===== src/rtl/spi_slave_pkg.sv =====
// Shared definitions for the parametrised SPI slave: FSM state codes and
// the two-bit command field carried at the top of every received word.
package spi_slave_pkg;

   typedef logic [2:0] state_t;

   localparam state_t ST_IDLE      = 3'd0;
   localparam state_t ST_CHK_CMD   = 3'd1;
   localparam state_t ST_WRITE     = 3'd2;
   localparam state_t ST_READ_ADD  = 3'd3;
   localparam state_t ST_READ_DATA = 3'd4;
   localparam state_t ST_TX_WAIT   = 3'd5;
   localparam state_t ST_TX_SHIFT  = 3'd6;
   localparam state_t ST_DONE      = 3'd7;

   localparam logic [1:0] CMD_WR_ADDR = 2'b00;
   localparam logic [1:0] CMD_WR_DATA = 2'b01;
   localparam logic [1:0] CMD_RD_ADDR = 2'b10;
   localparam logic [1:0] CMD_RD_DATA = 2'b11;

endpackage


===== src/rtl/spi_tx_shifter.sv =====
// MSB-first serialiser for the read response. MISO is registered and falls
// back to the idle level on any cycle the shifter is not enabled.
module spi_tx_shifter #(
   parameter int   DATA_W    = 8,
   parameter logic MISO_IDLE = 1'b0
) (
   input  logic              clk,
   input  logic              rst,
   input  logic              load,
   input  logic [DATA_W-1:0] data,
   input  logic              shift_en,
   output logic              miso,
   output logic              done
);

   localparam int CNT_W = $clog2(DATA_W + 1);

   logic [DATA_W-1:0] shift;
   logic [CNT_W-1:0]  cnt;

   always_ff @(posedge clk or posedge rst) begin
      if (rst) begin
         shift <= '0;
         cnt   <= '0;
         miso  <= MISO_IDLE;
      end else if (load) begin
         shift <= data;
         cnt   <= '0;
         miso  <= MISO_IDLE;
      end else if (shift_en) begin
         miso  <= shift[DATA_W-1];
         shift <= shift << 1;
         cnt   <= cnt + 1'b1;
      end else begin
         miso  <= MISO_IDLE;
      end
   end

   // Asserted alongside the edge that launches the final bit.
   assign done = shift_en && (cnt == CNT_W'(DATA_W - 1));

endmodule


===== src/rtl/spi_slave_param.sv =====
// Parametrised SPI slave: deserialises control bit + command/payload word,
// answers read-data frames through a valid/ready handshake, flags aborts.
module spi_slave_param
   import spi_slave_pkg::*;
#(
   parameter  int   DATA_W    = 8,
   parameter  logic MISO_IDLE = 1'b0,
   localparam int   RX_W      = DATA_W + 2,
   localparam int   CNT_W     = $clog2(DATA_W + 3)
) (
   input  logic              clk,
   input  logic              rst,
   input  logic              SS_n,
   input  logic              MOSI,
   output logic              MISO,
   output logic [RX_W-1:0]   rx_data,
   output logic              rx_valid,
   input  logic [DATA_W-1:0] tx_data,
   input  logic              tx_valid,
   output logic              tx_ready,
   output logic              frame_err,
   output logic              busy
);

   state_t            state;
   state_t            next_state;
   logic [CNT_W-1:0]  cnt;
   logic [RX_W-2:0]   rx_shift;
   logic [RX_W-1:0]   rx_word;
   logic              rd_addr_seen;
   logic              rx_state;
   logic              last_bit;
   logic              cmd_ok;
   logic              abort;
   logic              tx_load;
   logic              shift_en;
   logic              tx_done;

   assign rx_word  = {rx_shift, MOSI};
   assign rx_state = (state == ST_WRITE) || (state == ST_READ_ADD) || (state == ST_READ_DATA);
   assign last_bit = (cnt == CNT_W'(RX_W - 1));
   assign tx_load  = (state == ST_TX_WAIT) && !SS_n && tx_valid;
   assign shift_en = (state == ST_TX_SHIFT) && !SS_n;

   always_comb begin
      next_state = state;
      abort      = 1'b0;
      cmd_ok     = 1'b1;
      if (state == ST_READ_ADD)
         cmd_ok = (rx_word[RX_W-1 -: 2] == CMD_RD_ADDR);
      else if (state == ST_READ_DATA)
         cmd_ok = (rx_word[RX_W-1 -: 2] == CMD_RD_DATA);

      case (state)
         ST_IDLE:      if (!SS_n) next_state = ST_CHK_CMD;
         ST_CHK_CMD: begin
            if (SS_n)          abort      = 1'b1;
            else if (!MOSI)    next_state = ST_WRITE;
            else               next_state = rd_addr_seen ? ST_READ_DATA : ST_READ_ADD;
         end
         ST_WRITE, ST_READ_ADD, ST_READ_DATA: begin
            if (SS_n)
               abort = 1'b1;
            else if (last_bit)
               next_state = (cmd_ok && state == ST_READ_DATA) ? ST_TX_WAIT : ST_DONE;
         end
         ST_TX_WAIT: begin
            if (SS_n)          abort      = 1'b1;
            else if (tx_valid) next_state = ST_TX_SHIFT;
         end
         ST_TX_SHIFT: begin
            if (SS_n)          abort      = 1'b1;
            else if (tx_done)  next_state = ST_DONE;
         end
         ST_DONE:      if (SS_n) next_state = ST_IDLE;
         default:      next_state = ST_IDLE;
      endcase

      if (abort)
         next_state = ST_IDLE;
   end

   // The bit counter restarts on every state change so each phase counts from zero.
   always_ff @(posedge clk or posedge rst) begin
      if (rst) begin
         state        <= ST_IDLE;
         busy         <= 1'b0;
         cnt          <= '0;
         rx_shift     <= '0;
         rx_data      <= '0;
         rx_valid     <= 1'b0;
         tx_ready     <= 1'b0;
         frame_err    <= 1'b0;
         rd_addr_seen <= 1'b0;
      end else begin
         state     <= next_state;
         busy      <= (next_state != ST_IDLE);
         tx_ready  <= (next_state == ST_TX_WAIT);
         rx_valid  <= 1'b0;
         frame_err <= abort || (rx_state && !SS_n && last_bit && !cmd_ok);

         if (next_state != state)
            cnt <= '0;
         else if (rx_state)
            cnt <= cnt + 1'b1;

         if (rx_state && !SS_n)
            rx_shift <= rx_word[RX_W-2:0];

         if (rx_state && !SS_n && last_bit) begin
            rx_data  <= rx_word;
            rx_valid <= 1'b1;
            if (cmd_ok && state == ST_READ_ADD)
               rd_addr_seen <= 1'b1;
         end

         if (tx_done)
            rd_addr_seen <= 1'b0;
      end
   end

   spi_tx_shifter #(
      .DATA_W    (DATA_W),
      .MISO_IDLE (MISO_IDLE)
   ) u_tx (
      .clk      (clk),
      .rst      (rst),
      .load     (tx_load),
      .data     (tx_data),
      .shift_en (shift_en),
      .miso     (MISO),
      .done     (tx_done)
   );

endmodule


===== config.mk =====
export PLATFORM = sky130hd
export DESIGN_NAME = spi_slave_param
export DESIGN_NICKNAME = d
export VERILOG_FILES = /design/src/rtl/spi_slave_pkg.sv /design/src/rtl/spi_tx_shifter.sv /design/src/rtl/spi_slave_param.sv
export SDC_FILE = /design/constraint.sdc
export NUM_CORES = 1
export LEC_CHECK = 0
export ABC_AREA = 1
export CAP_MARGIN = 5
export CORE_MARGIN = 3
export CORE_UTILIZATION = 51
export CTS_BUF_LIST = sky130_fd_sc_hd__clkbuf_16
export CTS_CLUSTER_SIZE = 20
export DETAILED_ROUTE_END_ITERATION = 16
export PLACE_DENSITY = 0.77
export SKIP_CTS_REPAIR_TIMING = 1
export SLEW_MARGIN = 20
export SYNTH_ARGS = -nofsm -noshare
export SYNTH_HDL_FRONTEND = slang
export SYNTH_SLANG_ARGS = --single-unit
export TNS_END_PERCENT = 50

===== constraint.sdc =====
create_clock -name clk -period 4.55 [get_ports clk]
set_input_delay 0.6825 -clock clk [delete_from_list [all_inputs] [get_ports clk]]
set_output_delay 0.6825 -clock clk [all_outputs]
set_load 0.02 [all_outputs]

# ---- Word level (Yosys, flattened, before mapping)
# Cells that the tools add are included.
dict set report op_classes {
  addsub 2
  multipliers 0
  n_div 0
  magnitude_cmp 0
  n_eq_ne 13
  shifts 0
  n_mux 30
  bitwise_logic 0
  n_reduce_logical 23
}
# cell count
set op_table {}
lappend op_table {{2-to-1 mux 3 bit} 12}
lappend op_table {{case mux 3 bit (6 select lines)} 1}
lappend op_table {{2-to-1 mux 4 bit} 4}
lappend op_table {{2-to-1 mux 8 bit} 2}
lappend op_table {{equality test 3 bit (second input constant)} 5}
lappend op_table {{2-to-1 mux 1 bit} 10}
lappend op_table {{logical AND 1 bit} 9}
lappend op_table {{adder 4 x 1 -> 4 bit (second input constant)} 2}
lappend op_table {{nonzero test 2 bit} 4}
lappend op_table {{equality test 3 x 2 -> 1 bit (second input constant)} 2}
lappend op_table {{OR reduction 6 bit} 1}
lappend op_table {{equality test 2 bit (second input constant)} 2}
lappend op_table {{equality test 4 x 3 -> 1 bit (second input constant)} 1}
lappend op_table {{equality test 4 bit (second input constant)} 1}
lappend op_table {{equality test 3 x 1 -> 1 bit (second input constant)} 1}
lappend op_table {{zero test 3 bit} 1}
lappend op_table {{logical OR 1 bit} 3}
lappend op_table {{!= test 3 bit} 1}
lappend op_table {{nonzero test 3 bit} 1}
lappend op_table {{OR reduction 3 bit} 1}
lappend op_table {{zero test 1 bit} 2}
lappend op_table {{2-to-1 mux 2 bit} 1}
lappend op_table {{AND reduction 2 bit} 1}
dict set report word_totals {
  ff_bits 44
  latch_bits 0
  ram_bits 0
  mem_bits_ro 0
  inputBits 13
  out_inout_bits 15
  wordCells 80
  n_memories 0
}

# ---- Logic depth before layout (Yosys ltp)
# Gate-level depths: netlist of the first run.
dict set report depth {
  depth_word 11
  depth_mapped 12
  mapped_depth_nobuf 11
}

# ---- Hierarchy
# A second synthesis of the first run with hierarchy kept.
dict set report unflattened {
  cells_unflattened 254
  hier_area_um2 2165.8
}
# mod n_inst cells_each area_per_inst_um2 seq_area_each_um2
set modules_own_cells {}
lappend modules_own_cells {spi_slave_param 1 184 1535.2 775.7}
lappend modules_own_cells {spi_tx_shifter 1 70 630.6 325.3}

# ---- Worst setup path before layout of the first run
# OpenSTA, ideal clock, no wires.
dict set report synth_path {
  path_kind {input port to flip-flop}
  from {in SS_n}
  to {reg cnt[1]}
  setup_time_ns 0.080
  t_arrival_ns 1.496
  t_required_ns 4.470
  slack_ns 2.974
  cell_stages 9
  path_buffers 0
  cell_sequence {inv_2 -> nand2_1 -> nor2_1 -> nand2_4 -> nand3_2 -> nand2_2 -> nand2_2 -> nand2_4 -> nor3_2}
}
dict set report synth_via {
  elab_chain_len 9
  word_cells_on_any_way 17
  cone_classes {eq/ne: 1; mux: 12; reduce/logical: 4}
}
# element line_no
set synth_lines {}
lappend synth_lines {{start, declared} spi_slave_param.sv:13} ;# input logic SS_n,
lappend synth_lines {{zero test 1 bit} spi_slave_param.sv:43} ;# assign shift_en = (state == ST_TX_SHIFT) && !SS_n;
lappend synth_lines {{logical AND 1 bit} spi_slave_param.sv:43}
lappend synth_lines {{logical AND 1 bit} spi_tx_shifter.sv:40} ;# assign done = shift_en && (cnt == CNT_W'(DATA_W - 1));
lappend synth_lines {{2-to-1 mux 3 bit} spi_slave_param.sv:73} ;# else if (tx_done) next_state = ST_DONE;
lappend synth_lines {{2-to-1 mux 3 bit} spi_slave_param.sv:72} ;# if (SS_n) abort = 1'b1;
lappend synth_lines {{case mux 3 bit (6 select lines)} spi_slave_param.sv:54} ;# case (state)
lappend synth_lines {{2-to-1 mux 3 bit (*)} spi_slave_param.sv:79} ;# if (abort)
lappend synth_lines {{!= test 3 bit (*)} spi_slave_param.sv:102} ;# if (next_state != state)
lappend synth_lines {{2-to-1 mux 4 bit or nonzero test 2 bit (tied branches)} --}
lappend synth_lines {{end signal, assigned} spi_slave_param.sv:105} ;# cnt <= cnt + 1'b1;
lappend synth_lines {{end, declared} spi_slave_param.sv:27} ;# logic [CNT_W-1:0] cnt;
# Every way passes the cells marked *; elsewhere a longest branch is shown, timed or not.
# A chain may end at the register's enable or synchronous reset.

# ---- Worst setup path in the final report of the first run
dict set report layout_path {
  from {in SS_n}
  to {reg cnt[3]}
}
# The elaborated chain is that of the path after synthesis.

==> results of run 1 <==
-- routing by layer --
| metal | vias to the layer above | GRT usage, % | part of all wire (%) | routed length (um) |
|---|---|---|---|---|
| li1 | 858 | - | - | - |
| met1 | 778 | 23.2 | 45 | 1860 |
| met2 | 29 | 30.1 | 49 | 2020 |
| met3 | 6 | 5.68 | 3.9 | 158 |
| met4 | 0 | 7.72 | 1.4 | 56 |
| met5 | - | 0 | 0 | 0 |
-- Yosys cell counts (all sizes together) --
library cell and number:
xor2 3, xnor2 1, clkinv 2, o21ai 20, nor3 8, nor3b 1
and3 1, dfrtp 44, nand3 34, nand2 79, a22oi 1, nor2 11
mux2i 1, o21a 1, a21boi 1, ha 3, o211ai 1, inv 26
and2 1, buf 8, nand4 3
-- layout by cell type (no fill, tap or decap), drive strengths merged --
cell type / synthesis / final
a21boi: 1 / 1
a22oi: 1 / 1
and2: 1 / 1
and3: 1 / 1
buf: 8 / 1
clkbuf: 0 / 5
clkdlybuf4s50: 0 / 27
clkinv: 2 / 3
clkinvlp: 0 / 2
dfrtp: 44 / 44
ha: 3 / 3
inv: 26 / 26
mux2i: 1 / 1
nand2: 79 / 79
nand3: 34 / 34
nand4: 3 / 3
nor2: 11 / 11
nor3: 8 / 8
nor3b: 1 / 1
o211ai: 1 / 1
o21a: 1 / 1
o21ai: 20 / 20
xnor2: 1 / 1
xor2: 3 / 3
-- registers in the layout, summed over array words and instances (netlist names) --
| name | cells |
|---|---|
| rx_data | 10 |
| u_tx.shift | 8 |
| cnt | 4 |
| frame_err | 1 |
| u_tx.miso | 1 |
| tx_ready | 1 |
| rx_shift | 9 |
| rd_addr_seen | 1 |
| busy | 1 |
| rx_valid | 1 |
| u_tx.cnt | 4 |
| state | 3 |
-- how the worst max path moves through the flow --
stage          from  cells past startpoint                 end  slack [ps]
3_3_place_gp   SS_n                      8  cnt[0]$_DFFE_PP0P_        2000
2_1_floorplan   rst                      1      busy$_DFF_PP0_        2840
5_1_grt        SS_n                      8  cnt[3]$_DFFE_PP0P_        2050
4_1_cts        SS_n                      8  cnt[3]$_DFFE_PP0P_        2220
3_5_place_dp   SS_n                      8  cnt[3]$_DFFE_PP0P_        1930
6_report       SS_n                      8  cnt[3]$_DFFE_PP0P_        2230
-- area by class of cell --
type	count	share of cell area (%)
sequential	44	42.6
multi-input combinational	170	34.5
inverter	28	4.16
timing repair buffer	28	10.7
tap	50	2.42
clock inverter	3	0.726
clock buffer	5	4.84
-- through the flow --
stage / area [um^2] / util (%)
global placement: 2440 / 60.6
global route: 2590 / 64.2
floorplan: 2160 / -
finish: 2590 / 64.2
CTS: 2590 / 64.2
detailed placement: 2440 / 60.6
-- logic make-up after synthesis --
kind of cell             after synthesis
AND/OR/NAND/NOR                      138
flip-flops                            44
buffers and inverters                 36
AO/OA/AOI/OAI                         24
XOR/XNOR                               4
adder cells (fa/ha/maj)                3
multiplexers                           1
-- worst max-delay path: stages --
cell                              delay, ps
sky130_fd_sc_hd__clkdlybuf4s50_1        520
sky130_fd_sc_hd__nor3_2                 620
sky130_fd_sc_hd__nand2_1                180
sky130_fd_sc_hd__nand3_2                150
sky130_fd_sc_hd__nand2_2                 70
sky130_fd_sc_hd__nand2_2                 70
sky130_fd_sc_hd__nand2_4                 70
sky130_fd_sc_hd__nor3_2                 160
-- power by group through the flow --
stage          combinational, mW  clock, mW  sequential [mW]
4_1_cts                    0.394      0.358            0.560
5_1_grt                    0.447      0.374            0.573
6_report                   0.388      0.351            0.560
2_1_floorplan              0.328          0            0.543
3_3_place_gp               0.381          0            0.562
3_5_place_dp               0.393          0            0.565
==> results.txt, run 1 <==
In this run, synthesis produced a sequential element count of 44. The leakage component of the power came out at 1.26 nW. The completed layout was analyzed and its total power is 1.30 mW.

The final count of hold timing violations came out at 0. The number of max-slew violations in the final report was 0. Along the worst hold path, the cell count comes to 2. The clock group share of total power is 27.0%.

The number of warning messages in the yosys log is 0. The shortest clock period the worst path allows after layout came out at 2320 ps. The final cycle utilization of the critical path is 51.0%.

For this design the total switching power over the nets is 466 uW. The count of input and output buffers came out at 27. The worst hold path belongs to the class reg2reg.

Of the total power, registers draw 43.1%. The non-filler instance count after layout came out at 328. In this run the power density over the cells is 502 nW/um^2.

The capturing element type of the critical path is a register. The switching share of total power came out at 35.8%. The signal arrival time at the worst endpoint came out at 2530 ps. The critical-path maximum fanout came out at 11. The wire length after detailed routing is 4100 um. In this run, the number of DRC markers left after iteration 0 of detailed routing was 98. The worst-case headroom to the max-slew limit is 55.7%. In this run the vertical extent of the chip is 71.0 um. In this run the most critical hold path is launched from rx_data[6]$_DFFE_PP0P_. Including well taps, the total number of placed cells is 320. Setup repair after global routing left no endpoint under its margin.

The slew at the pin closest to its max-slew limit came out at 661 ps. In the routed design, unresolved DRC markers number 0. The peak supply drop is 0.287 mV.

TritonCTS built the clock tree. The number of ports placed on the die boundary is 28. The simple logic cell fraction of the synthesized area came out at 31.4%.

The number of antenna violations at the first check in global routing came out at 0. The number of cells on the worst reg-to-reg path is 8. The share of the synthesized netlist area taken by xor and xnor gates came out at 1.62%. Summing all multi-input logic gate instances after layout gives 893 um^2.

Sequential cells were found to cover 51.0% of the synthesized design area. The area of the die is 5050 um^2. The share of Yosys cell area claimed by the top area cell type came out at 51.0%. The clock transition at the register clock pins on the worst setup and hold paths after CTS is 60 ps.

The final layout contains 293 nets. The average instance area after synthesis came out at 8.63 um^2. No sink is reached through more buffers than the 2 on the longest clock path. In the global route stage, overall resource usage came out at 18.6%. The fraction of the mapped netlist area in compound gates came out at 6.21%. The max-cap violation count is 0. The post-placement setup slack came out at 1930 ps. The share of total power dissipated in combinational logic is 29.9%. The first-pass detailed-route iteration total came out at 4. The total CTS buffers came out at 5. The endpoint identified for the worst register-to-register timing path is cnt[3]$_DFFE_PP0P_. The final worst hold slack is 484 ps. The multiplexer share of the synthesized area is 0.464%. The TritonCTS sink count is 44.

The top achievable clock speed came out at 0.431 GHz. From synthesis to final layout, the design area changed by 19.9%. The number of global-route vias before repair was 1609.

The worst path setup slack after routing is 2230 ps. The internal reg-to-reg setup slack is 2610 ps. The synthesized net count came out at 266. After detailed routing, the average wire length per cell comes to 12.5 um. The cell-internal power is 834 uW. The nature of the critical path startpoint is an input port.

The initial cell density of the core came out at 53.5%. For this run the aggregate overflow at the end of global routing stands at 0. The number of nets with antenna violations after detailed routing came out at 0. The first-pass GRT wire length is 7300 um. In the final timing run, aggregate negative setup slack is 0 ps. The maximum number of pins on one net before global-route repair came out at 45. The area occupied by registers is 1100 um^2. The via-per-instance ratio came out at 5.09. The fraction of layout cells with a size suffix above 1 is 12.6%.

The required time reported for the critical path endpoint is 4760 ps. The critical path in this run is classified as in2reg. The source of the worst register-to-register timing path is state[2]$_DFF_PP0_. In the post-synthesis netlist, the biggest area contributors are sky130_fd_sc_hd__dfrtp_1 (51%), sky130_fd_sc_hd__nand2_1 (12%), sky130_fd_sc_hd__nand3_1 (6.7%). The share of synthesized cell area in full adder, half adder and majority cells came out at 1.74%. The post-route clock skew is 5.67 ps. The HPWL after detailed placement is 2940 um.

The cell count after synthesis came out at 250. The worst hold path terminates at rx_data[6]$_DFFE_PP0P_. After floorplanning, the core was divided into 23 placement rows. The maximum level of the CTS H-tree came out at 2. The total core area came out at 4030 um^2. Yosys mapped the design onto 32 distinct sky130hd cell types. The number of antenna diodes in the final layout is 0.

The post-synthesis instance area is 2160 um^2. Fill cells in the final layout number 351. The largest total area in the synthesized netlist belongs to sky130_fd_sc_hd__dfrtp_1. The weighted congestion reported at the end of routability-driven placement is 0.908. The die span in x came out at 71.0 um. Clock latency on the worst-skew pair, taken at its later pin, is 290 ps. The flow ran to the end, and the final reports show no timing, DRC or antenna violations. The via count of the routed design is 1671.

The setup violation total in the final timing report came out at 0. After synthesis, the largest family of logic cells by area is simple AND/OR/NAND/NOR gates. The tree is rooted in a sky130_fd_sc_hd__clkbuf_16.
Note: power is estimated with default switching activity, not from simulation.
==> inputs of run 2 (changes only) <==
clock period = 2.3 ns   (was 4.55 ns; I/O delays follow)
==> results.txt, run 2 (same netlist as run 1, synthesis figures left out) <==
The maximum level of the CTS H-tree came out at 2 (unchanged). The top achievable clock speed came out at 0.531 GHz. The register with the most flip-flops in the final layout is rx_data. The die span in x is 71.0 um (unchanged). The leakage component of the power was 1.31 nW (+3.6%). The total length of routed met2 wires is 1890 um (-6.6%). The final cycle utilization of the critical path came out at 81.9%. The worst path setup slack after routing is 415 ps (-1810 ps).

The clock transition at the register clock pins on the worst setup and hold paths after CTS came out at 60 ps (about the same). The slew at the pin closest to its max-slew limit came to 540 ps (-121 ps). The min-delay analysis places its worst path in the category reg2reg. The final count of hold timing violations is 0 (unchanged).

The capturing element type of the critical path is a register. The total global-route track usage came out at 18.1% (-0.52 points). The maximum number of pins on one net before global-route repair came out at 45 (unchanged).

The HPWL after detailed placement is 2970 um (+0.99%). TritonCTS built the clock tree. The weighted congestion reported at the end of routability-driven placement came out at 0.862 (-5.1%). The required time reported for the critical path endpoint came out at 2460 ps (-2300 ps). STA classifies the critical path startpoint as a register. The run finished with clean final reports.

The number of antenna violations at the first check in global routing was 0 (unchanged). The area of the die is 5050 um^2 (unchanged). The wire length after detailed routing is 4180 um (+2.0%). The total CTS buffers came to 5 (unchanged). The first-pass detailed-route iteration total came out at 4 (unchanged).

The first-pass GRT wire length is 7290 um (about the same). The number of diodes came out at 0 (unchanged). The power after layout is 2.79 mW (+110%).

The number of nets with antenna violations after detailed routing came out at 0 (unchanged). The power density of the placed cells is 1050 nW/um^2 (+110%). The via count of the routed design came out at 1693 (+1.3%). The share of total power in combinational logic was 28.1% (-1.8 points). The max-cap violation count is 0 (unchanged). The number of global-route vias before repair came out at 1591 (-1.1%). The top cell types in the final layout, fill and taps aside, are sky130_fd_sc_hd__nand2_1 (71), sky130_fd_sc_hd__dfrtp_1 (44), sky130_fd_sc_hd__nand3_1 (29), sky130_fd_sc_hd__clkdlybuf4s50_1 (27), sky130_fd_sc_hd__inv_1 (21). The initial cell density of the core is 53.5% (unchanged). The count of input and output buffers came out at 27 (unchanged). The via-per-instance ratio came out at 5.11 (+0.40%).

The final-stage net count came out at 297 (+1.4%). The final sum of negative setup slack came out at 0 ps (unchanged). The met3 routed wirelength came out at 218 um (+38%). The cell-internal power is 1.87 mW (+120%). The number of DRC markers in iteration 0 came to 159 (+62%). The post-route clock skew came out at 5.71 ps (+0.0414 ps). The number of max-slew violations in the final report came to 0 (unchanged). By startpoint and endpoint, the worst setup path is classified as reg2reg. The post-placement setup slack came out at 222 ps (-1710 ps).

The signed area change from the synthesized netlist to the final layout came out at 23.2%. The global route total overflow is 0 (unchanged). The largest registers in the layout are rx_data x10, rx_shift x9, u_tx.shift x8. The worst-case headroom to the max-slew limit is 64.0% (+8.3 points). The number of ports placed on the die boundary came to 28 (unchanged). The total net switching power was 919 uW (+97%).

The site row count is 23 (unchanged). The library cell used most frequently in the layout, excluding fill and tap cells, is sky130_fd_sc_hd__nand2_1. The highest layer touched by signal routing is met4. The number of buffers on the longest clock path came out at 2 (unchanged). The signal arrival time at the worst endpoint is 2040 ps (-490 ps). The clock latency on the worst-skew pair came to 280 ps (about the same).

The setup violation total in the final timing report was 0 (unchanged). The shortest clock period the worst path allows after layout is 1880 ps. The switching share of total power came out at 32.9% (-2.9 points). The number of flip-flops in the largest register was 10 (unchanged).

The total DRC errors in the routed layout is 0 (unchanged). The number of cells on the worst reg-to-reg path is 7 (-1). The clock tree root buffer cell is sky130_fd_sc_hd__clkbuf_16. The TritonCTS sink count came to 44 (unchanged). The clock group share of total power came out at 32.2% (+5.2 points).

The hold path depth came to 2 (unchanged). The floorplan die height came to 71.0 um (unchanged). The total core area came to 4030 um^2 (unchanged).

The fraction of layout cells with a size suffix above 1 came out at 13.9% (+1.3 points). The sum of routed wire segments on met1 is 2050 um (+9.8%). The part of the power in registers came out at 39.7% (-3.4 points). The average detailed-routed wire length per instance was 12.6 um (+1.1%).

Setup repair after global routing left no endpoint under its margin. The peak supply drop is 0.523 mV (+82%). The critical-path maximum fanout came to 14 (+3).
run 2: cell count changes in the layout (fill, tap and decap cells not counted), sizes merged:
cell	delta
buf	+4
clkinv	-1
clkinvlp	-2
bufinv	+2
run 2: final cells by class:
type | count | area (um^2)
flip-flops and latches | 44 | 1100
clock buffers | 5 | 125
well taps | 50 | 62.6
repair buffers | 32 | 308
clock inverters | 2 | 60.1
inverters | 28 | 108
fillers | 336 | 1370
multi-input cells | 170 | 893
run 2: critical path, cell delays in order (launching register included):
cell	delay, ps
sky130_fd_sc_hd__dfrtp_1	600
sky130_fd_sc_hd__clkinv_2	200
sky130_fd_sc_hd__nand3_2	140
sky130_fd_sc_hd__nand2_2	140
sky130_fd_sc_hd__nand2_1	350
sky130_fd_sc_hd__inv_1	160
sky130_fd_sc_hd__nand2_1	90
sky130_fd_sc_hd__o21ai_0	80
run 2: worst paths after layout:
| kind | from | to | slack, ps |
|---|---|---|---|
| setup / recovery | state[0]$_DFF_PP0_ | rx_shift[3]$_DFFE_PP0P_ | 420 |
| hold reg to reg | rx_data[5]$_DFFE_PP0P_ | rx_data[5]$_DFFE_PP0P_ | 480 |
| max in group asynchronous | rst | cnt[3]$_DFFE_PP0P_ | 1430 |
| hold / removal | rx_data[5]$_DFFE_PP0P_ | rx_data[5]$_DFFE_PP0P_ | 480 |
| min in group asynchronous | rst | rx_shift[3]$_DFFE_PP0P_ | 500 |
| setup reg to reg | state[0]$_DFF_PP0_ | rx_shift[3]$_DFFE_PP0P_ | 420 |
run 2: power by group through the flow:
stage,clock (mW),combinational [mW],sequential [mW]
after global placement,0,0.779,1.12
after detailed placement,0,0.787,1.12
after CTS,0.909,0.791,1.11
final,0.898,0.786,1.11
after global routing,0.943,0.887,1.13
after floorplan,0,0.650,1.07
run 2: per-stage QoR:
stage / hold slack, ps / cell area, um^2 / instances / util (%)
after floorplan: 453 / 2160 / 250 / -
after global placement: 469 / 2470 / 324 / 61.4
after detailed placement: 473 / 2470 / 324 / 61.4
after CTS: 488 / 2660 / 331 / 66.0
after global routing: 501 / 2660 / 331 / 66.0
final: 484 / 2660 / 331 / 66.0
run 2: metal layers:
metal	vias to the layer above	GRT usage [%]
met1	783	24.9
met5	-	0
li1	860	-
met3	5	4.12
met2	45	29.1
met4	0	4.38
==> inputs of run 3 (changes only) <==
clock period = 1.9 ns   (was 2.3 ns; I/O delays follow)
==> results.txt, run 3 (same netlist as run 1, synthesis figures left out) <==
Among the stages of the critical path, the cell type that occurs most often is sky130_fd_sc_hd__nand2_1. TritonCTS built the clock tree. The part of the power in registers came out at 40.7% (+1.0 points). More flip-flops sit in one register than any other, and that register is rx_data. The first-pass GRT wire length was 7420 um (+1.7%). The worst hold path belongs to the class in2async. The number of antenna violations at the first check in global routing is 0 (unchanged). In this run the critical register-to-register path is captured at cnt[0]$_DFFE_PP0P_. The total DRC errors in the routed layout was 0 (unchanged).

Traced cell by cell, the critical path runs through clkinv_2 > o21ai_2 > nand2_1 > nor2_1 > nand2_1 > nand2_1 > nand2_1 > nand2_2 > nand3_4 > nor3_2. The fraction of layout cells with a size suffix above 1 came out at 15.0% (+1.2 points). The critical-path maximum fanout was 7 (-7). The final-stage net count is 301 (+1.3%). The worst-case headroom to the max-slew limit came out at 63.8% (-0.14 points). The flow ran to the end, and the final reports show no timing, DRC or antenna violations. The initial cell density of the core came out at 53.5% (unchanged). The number of max-slew violations in the final report came out at 0 (unchanged). The maximum number of pins on one net before global-route repair is 45 (unchanged). The leakage component of the power came out at 1.32 nW (+1.2%). The number of global-route vias before repair came out at 1676 (+5.3%). The area of the die is 5050 um^2 (unchanged).

The cell-internal power came out at 2.16 mW (+15%). The via-per-instance ratio came out at 5.13 (+0.26%). The floorplan die height is 71.0 um (unchanged). In the layout the commonest cells are sky130_fd_sc_hd__nand2_1 (71), sky130_fd_sc_hd__dfrtp_1 (44), sky130_fd_sc_hd__nand3_1 (29), sky130_fd_sc_hd__clkdlybuf4s50_1 (27), sky130_fd_sc_hd__inv_1 (21). The total global-route track usage is 18.5% (+0.46 points). The number of ports placed on the die boundary is 28 (unchanged). The total core area is 4030 um^2 (unchanged).

The wire length after detailed routing is 4200 um (+0.38%). The number of placed instances with taps included came out at 328 (+1.2%). The power density of the placed cells came to 1220 nW/um^2 (+16%).

The shortest clock period the worst path allows after layout is 1720 ps (-164 ps). Clock tree synthesis selected as its root buffer the cell sky130_fd_sc_hd__clkbuf_16. From synthesis to final layout, the design area changed by 24.4%. The worst path setup slack after routing is 179 ps (-236 ps). The non-filler instance count after layout was 336 (+1.5%). The site row count is 23 (unchanged).

Setup repair after global routing left no endpoint under its margin. The final sum of negative setup slack came out at 0 ps (unchanged). The nature of the critical path startpoint is a register. The number of flip-flops in the largest register came to 10 (unchanged).

The worst setup path is of the reg2reg kind. The final cycle utilization of the critical path came to 90.6% (+8.6 points). The delay of the slowest cell on the worst path came out at 540 ps (-60 ps).

The post-route clock skew is 5.30 ps (-0.413 ps). The share of total power in combinational logic is 30.0% (+1.9 points). The die span in x came to 71.0 um (unchanged).

The max-cap violation count is 0 (unchanged). The clock transition at the register clock pins on the worst setup and hold paths after CTS came out at 60 ps (about the same). The top achievable clock speed is 0.581 GHz (+9.5%). In the final layout, the registers with the most flip-flops are rx_data x10, rx_shift x9, u_tx.shift x8. The total CTS buffers is 5 (unchanged). The signal arrival time at the worst endpoint is 1920 ps (-120 ps). The peak supply drop came to 0.644 mV (+23%).

The number of DRC markers in iteration 0 came out at 92 (-42%). The setup violation total in the final timing report came out at 0 (unchanged). The slew at the pin closest to its max-slew limit is 542 ps (+2.08 ps). The weighted congestion reported at the end of routability-driven placement was 0.901 (+4.6%). The number of buffers on the longest clock path is 2 (unchanged). The slowest cell on the critical path is sky130_fd_sc_hd__dfrtp_1.

The clock group share of total power is 29.3% (-2.9 points). The post-placement setup slack is 13.0 ps (-209 ps). The final count of hold timing violations was 0 (unchanged). The first-pass detailed-route iteration total came out at 4 (unchanged). The total net switching power is 1.11 mW (+21%). The switching share of total power came out at 34.0% (+1.1 points). In this run the critical register-to-register path is launched from state[0]$_DFF_PP0_. The number of nets with antenna violations after detailed routing came to 0 (unchanged). The global route total overflow came out at 0 (unchanged). The number of cells on the worst reg-to-reg path is 10 (+3). The average detailed-routed wire length per instance is 12.5 um (-1.1%). The required time reported for the critical path endpoint was 2100 ps (-360 ps). The clock latency on the worst-skew pair came to 280 ps (about the same). The internal reg-to-reg setup slack came out at 180 ps (-240 ps). The HPWL after detailed placement was 3010 um (+1.4%). The count of input and output buffers came out at 27 (unchanged). The TritonCTS sink count is 44 (unchanged).

The number of diodes is 0 (unchanged). The library cell used most frequently in the layout, excluding fill and tap cells, is sky130_fd_sc_hd__nand2_1. The worst setup path is captured at a register. The via count of the routed design is 1723 (+1.8%). The maximum level of the CTS H-tree is 2 (unchanged).
run 3: cell count changes in the layout (fill, tap and decap cells not counted), sizes merged:
cell and delta:
bufinv -1, clkinv +2, buf +4
run 3: layout make-up:
| class | instances | area (um^2) |
|---|---|---|
| clock buffer | 5 | 125 |
| clock inverter | 3 | 42.5 |
| fill | 348 | 1350 |
| inverter | 28 | 108 |
| multi-input combinational | 170 | 893 |
| sequential | 44 | 1100 |
| tap | 50 | 62.6 |
| timing repair buffer | 36 | 350 |
run 3: worst max path at each step:
stage                       startpoint            endpoint  slack [ps]
finish              state[0]$_DFF_PP0_  cnt[0]$_DFFE_PP0P_         180
CTS                 state[0]$_DFF_PP0_  cnt[0]$_DFFE_PP0P_         210
global placement                  SS_n  cnt[1]$_DFFE_PP0P_          20
detailed placement                SS_n  cnt[3]$_DFFE_PP0P_          10
global route        state[0]$_DFF_PP0_  cnt[0]$_DFFE_PP0P_          60
floorplan           cnt[1]$_DFFE_PP0P_  cnt[1]$_DFFE_PP0P_         470
run 3: power by group through the flow:
| stage | clock [mW] | combinational, mW | sequential [mW] |
|---|---|---|---|
| 2_1_floorplan | 0 | 0.787 | 1.30 |
| 3_3_place_gp | 0 | 0.957 | 1.34 |
| 3_5_place_dp | 0 | 0.980 | 1.35 |
| 4_1_cts | 0.977 | 0.987 | 1.33 |
| 5_1_grt | 1.03 | 1.10 | 1.37 |
| 6_report | 0.960 | 0.982 | 1.33 |
run 3: critical path, delay by kind of cell (launching register included):
family / cells / cell delay (ps)
buffers and inverters: 1 / 200
AND/OR/NAND/NOR: 8 / 730
AO/OA/AOI/OAI: 1 / 160
flip-flops: 1 / 540
run 3: routing by layer:
layer  vias to the layer above  GRT usage [%]  wire length, um
met5                         -              0                0
met4                         0           5.85               38
met1                       797           23.6             1890
li1                        872              -                -
met3                         5           5.11              246
met2                        49           30.7             2020
run 3: per-stage QoR:
step                      power (mW)  hold slack (ps)  util [%]  instance area [um^2]
after floorplan                 2.09              395         -                  2160
after global placement          2.30              464      62.4                  2510
after detailed placement        2.32              470      62.4                  2510
after CTS                       3.30              464      66.6                  2680
after global routing            3.50              514      66.6                  2680
final                           3.28              442      66.6                  2680
